[src/rtl/shot_clock_bcd.sv]
// Two-digit BCD shot-clock countdown feeding sevenseg_mux, plus the free-running scan_en strobe.
// Optional build macro LEADING_ZERO_BLANK_EN blanks the tens digit (4'hF) whenever it is zero.
module shot_clock_bcd #(
  parameter int unsigned TICK_DIV   = 100_000_000,
  parameter int unsigned SCAN_DIV   = 100_000,
  parameter logic [3:0]  START_TENS = 4'd2,
  parameter logic [3:0]  START_ONES = 4'd4
) (
  input  logic       clk,
  input  logic       rst_n,
  input  logic       start,
  input  logic       pause,
  input  logic       reload,
  output logic [3:0] d1,
  output logic [3:0] d0,
  output logic       scan_en,
  output logic       running,
  output logic       expired
);

  localparam int unsigned TICK_W = $clog2(TICK_DIV);
  localparam int unsigned SCAN_W = $clog2(SCAN_DIV);

  typedef enum logic [1:0] {IDLE, RUN, PAUSED, EXPIRED} state_t;

  state_t              state;
  logic [3:0]          tens, ones;
  logic [3:0]          dec_tens, dec_ones;
  logic                dec_zero;
  logic [TICK_W-1:0]   tick_cnt;
  logic [SCAN_W-1:0]   scan_cnt;

  function automatic logic [3:0] map_d1(input logic [3:0] t);
`ifdef LEADING_ZERO_BLANK_EN
    return (t == 4'd0) ? 4'hF : t;
`else
    return t;
`endif
  endfunction

  // Saturating BCD decrement: 00 stays 00.
  always_comb begin
    dec_tens = tens;
    dec_ones = ones;
    if (ones != 4'd0) begin
      dec_ones = ones - 4'd1;
    end else if (tens != 4'd0) begin
      dec_ones = 4'd9;
      dec_tens = tens - 4'd1;
    end
    dec_zero = (dec_tens == 4'd0) && (dec_ones == 4'd0);
  end

  always_ff @(posedge clk or negedge rst_n) begin
    if (!rst_n) begin
      scan_cnt <= '0;
      scan_en  <= 1'b0;
    end else if (scan_cnt == SCAN_W'(SCAN_DIV - 1)) begin
      scan_cnt <= '0;
      scan_en  <= 1'b1;
    end else begin
      scan_cnt <= scan_cnt + SCAN_W'(1);
      scan_en  <= 1'b0;
    end
  end

  // d1/d0 are updated on the same edge as tens/ones so the display has no extra latency.
  always_ff @(posedge clk or negedge rst_n) begin
    if (!rst_n) begin
      state    <= IDLE;
      tens     <= START_TENS;
      ones     <= START_ONES;
      tick_cnt <= '0;
      d1       <= map_d1(START_TENS);
      d0       <= START_ONES;
      running  <= 1'b0;
      expired  <= 1'b0;
    end else if (reload) begin
      state    <= IDLE;
      tens     <= START_TENS;
      ones     <= START_ONES;
      tick_cnt <= '0;
      d1       <= map_d1(START_TENS);
      d0       <= START_ONES;
      running  <= 1'b0;
      expired  <= 1'b0;
    end else begin
      case (state)
        IDLE: begin
          if (start && !pause) begin
            tick_cnt <= '0;
            if (tens == 4'd0 && ones == 4'd0) begin
              state   <= EXPIRED;
              expired <= 1'b1;
            end else begin
              state   <= RUN;
              running <= 1'b1;
            end
          end
        end
        RUN: begin
          if (pause) begin
            state   <= PAUSED;
            running <= 1'b0;
          end else if (tick_cnt == TICK_W'(TICK_DIV - 1)) begin
            tick_cnt <= '0;
            tens     <= dec_tens;
            ones     <= dec_ones;
            d1       <= map_d1(dec_tens);
            d0       <= dec_ones;
            if (dec_zero) begin
              state   <= EXPIRED;
              running <= 1'b0;
              expired <= 1'b1;
            end
          end else begin
            tick_cnt <= tick_cnt + TICK_W'(1);
          end
        end
        PAUSED: begin
          if (start && !pause) begin
            state   <= RUN;
            running <= 1'b1;
          end
        end
        default: ;
      endcase
    end
  end

endmodule

[config.mk]
export PLATFORM = sky130hd
export DESIGN_NAME = shot_clock_bcd
export DESIGN_NICKNAME = d
export VERILOG_FILES = /design/src/rtl/shot_clock_bcd.sv
export SDC_FILE = /design/constraint.sdc
export NUM_CORES = 1
export LEC_CHECK = 0
export CORE_MARGIN = 2
export CORE_UTILIZATION = 50
export CTS_BUF_LIST = sky130_fd_sc_hd__clkbuf_8
export CTS_CLUSTER_SIZE = 25
export DETAILED_ROUTE_END_ITERATION = 8
export GPL_TIMING_DRIVEN = 0
export HOLD_SLACK_MARGIN = 0.15
export PLACE_DENSITY = 0.71
export RECOVER_POWER = 25
export SLEW_MARGIN = 20
export SYNTH_ARGS = -nofsm -noshare
export SYNTH_HDL_FRONTEND = slang
export SYNTH_SLANG_ARGS = --single-unit
[constraint.sdc]
create_clock -name clk -period 2.6 [get_ports clk]
set_clock_uncertainty 0.15 [all_clocks]
set_input_delay 0.39 -clock clk [delete_from_list [all_inputs] [get_ports clk]]
set_output_delay 0.39 -clock clk [all_outputs]
set_load 0.02 [all_outputs]
==> flow_summary_export.csv <==
group,metric,value,unit
run_status,outcome,"finished with violations",
run_status,violations,"negative setup slack",
global_route,grt.total_usage,0.2045,
cells_and_area,drive_gt1_frac,0.1485,
synth,ys_top_cells_by_area,"dfrtp_1 44%, xor2_1 5.1%, nor2_1 4.4%",
detailed_routing,drt_iter0_drc,220,
floorplan,die-area,6858,um2
synth,ys_top_cells_by_count,"55 x dfrtp_1, 36 x nor2_1, 26 x nand2_1",
global_route,grt.overflow.total,0,
setup_path,setup.worst_path.start_class,"flop",
min_path,min_path_type,"flop to flop",
placement,place_congestion,0.8359,
synth,synth_cells,336,
clock_network,insertion_delay,340,ps
setup_path,worstPathMaxFanout,5,
detailed_routing,vias,2647,
clock_network,cts_buffers,9,
synth,synth_edf_count,0,
sta,finalSetupViolCount,4,
synth,synth-async-reset-ratio,1.000,
synth,avgSynthCellArea,9.242,um2
cells_and_area,area_growth,20.67,%
sta,tightest_slew,1252,ps
detailed_routing,vias_per_cell,5.856,
pwr,power_density,499.4,nW/um2
floorplan,rows,28,
synth,synth_warnings,0,
clock_network,clkTransAtPathRegs,70,ps
sta,slew_headroom,0.1656,
synth,yosysMostFrequentCell,"dfrtp_1",
run,cap_violations,0,
pwr,power_leakage,1.571,nW
floorplan,ioPinCount,16,
floorplan,dieWidth,82.81,um
floorplan,start_util,0.5214,
placement,io_buffer_count,15,
placement,dp_hpwl,4.438,mm
setup_path,worstPathRequired,2720,ps
clock_network,cts-root-buf,"clkbuf_8",
synth,syn-num-nets,348,
sta,layout_setup_ws,-94.39,ps
global_route,grt_pass1_wl,11.42,mm
sta,holdWs,335.7,ps
sta,post-route-period-util,1.036,
sta,slew_violations,0,
detailed_routing,wl_per_cell,15.13,um
global_route,antenna_found_initial,0,
detailed_routing,drcViolationCount,0,
clock_network,tritoncts,"yes",
clock_network,clockBufferDepth,2,
setup_path,crit_path_cell_trace,"or4_4, or4_4, or3_4, or3_2, a21oi_2",
floorplan,design.core.area,5956,um2
setup_path,path_class,"flop to flop",
synth,ys_seq_area_frac,0.4601,
setup_path,cp_common_cell,"or4_4",
global_route,grt_pass1_vias,2461,
detailed_routing,firstDrtPassIters,5,
setup_path,cp.arrival,2810,ps
detailed_routing,drt_wl_total,6.838,mm
sta,rsz0062_at_grt,"yes",
global_route,grt_start_max_net_pins,36,
setup_path,end_kind,"flop",
sta,hold_viol,0,
setup_path,cp_slowest_stage_delay,530,ps
synth,yosysUniqueCellTypes,50,
synth,synth_top_cell_by_area,"dfrtp_1",
cells_and_area,fin_util,0.6292,
setup_path,cp_slowest_cell,"or4_4",
pwr,irDropWorstVdd,0.2787,mV
cells_and_area,num_antenna_cells,0,
detailed_routing,ant_nets,0,
synth,syn-cell-area,3105,um2
clock_network,cts.sinks,57,
synth,synthFlopType,"dfrtp_1",
synth,synth_top_cell_area_share,0.4432,
sta,max_freq,371.1,MHz
clock_network,htreeDepth,3,
sta,post-route-min-period,2694,ps
synth,ys_seq_elements,57,
floorplan,die_y,82.81,um
cells_and_area,final_nets,385,
final timing paths:
check | from | endpoint | slack (ps) | depth (start not counted)
setup / recovery | tick_cnt[19] | ones[1] | -90 | 5
hold / removal | scan_cnt[11] | scan_cnt[11] | 340 | 1
setup reg to reg | tick_cnt[19] | ones[1] | -90 | 5
hold reg to reg | scan_cnt[11] | scan_cnt[11] | 340 | 1
max in group asynchronous | rst_n | tens[1] | 390 | 3
min in group asynchronous | rst_n | running | 690 | 2
worst max-delay path, delay by kind of cell, from the launching register on:
kind	cells	cell delay [ps]
and+or+nand+nor	4	1960
DFF	1	380
AOI/OAI and AO/OA	1	140
repair_timing:
item	in CTS	in global routing
hold endpoints to repair	55	0
hold buffers	1	0
setup endpoints to repair	30	32
setup buffers	6	4
resized for setup	12	20
pin swaps	2	10
gates cloned	0	1
layout make-up:
type / instances / area (um2)
multi-input combinational: 258 / 1699
tap: 75 / 93.84
timing repair buffer: 27 / 236.5
sequential: 57 / 1429
buffer: 5 / 37.54
clock buffer: 11 / 151.4
inverter: 15 / 56.30
clock inverter: 4 / 43.79
fill: 514 / 2208
power breakdown:
group          leakage, nW  switching [W]  internal [W]
clock                0.106       0.000351      0.000483
combinational        0.692      0.0000851     0.0000513
sequential           0.773     0.00000660      0.000895
total                 1.57       0.000442       0.00143
metal layers:
layer  global-route usage  routed length, um  vias up
li1                     -                  -     1290
met1               0.2779               3128     1301
met2               0.3167               3356       52
met3              0.05865                291        4
met4              0.06706                 62        0
met5                    0                  0        -
through the flow:
| stage | instance area (um2) | instances | setup WS (ps) | power, W | setup TNS (ps) |
|---|---|---|---|---|---|
| finish | 3747 | 452 | -94.39 | 0.001871 | -293.5 |
| global route | 3747 | 452 | -146.2 | 0.001954 | -701.0 |
| CTS | 3664 | 449 | -66.23 | 0.001881 | -178.2 |
| detailed placement | 3373 | 427 | -362.0 | 0.001042 | -7892 |
| global placement | 3356 | 426 | -835.0 | 0.001036 | -53780 |
| floorplan | 3112 | 336 | 2.942 | 0.0009842 | 0 |
flip-flops by register name, indices dropped and copies added (netlist names):
register and cells:
tick_cnt 27, scan_cnt 17, state 2, tens 4, ones 4, scan_en 1
expired 1, running 1
logic make-up after synthesis:
| logic type | synth area share |
|---|---|
| AO/OA/AOI/OAI | 0.1245 |
| XOR/XNOR | 0.08179 |
| adder cells (fa/ha/maj) | 0.02820 |
| buffers and inverters | 0.02699 |
| flip-flops | 0.4601 |
| multiplexers | 0.01370 |
| AND/OR/NAND/NOR | 0.2647 |
cells in the final DEF, fill, tap and decap left out, drive strengths merged, types with 14 or more instances in the layout:
cell           count
nand2             26
clkdlybuf4s50     14
o21ai             18
nand3             19
nor2              36
dfrtp             55
inv               16
clkbuf            15
xor2              18
a21oi             21
(Power assumes the default switching activity.)
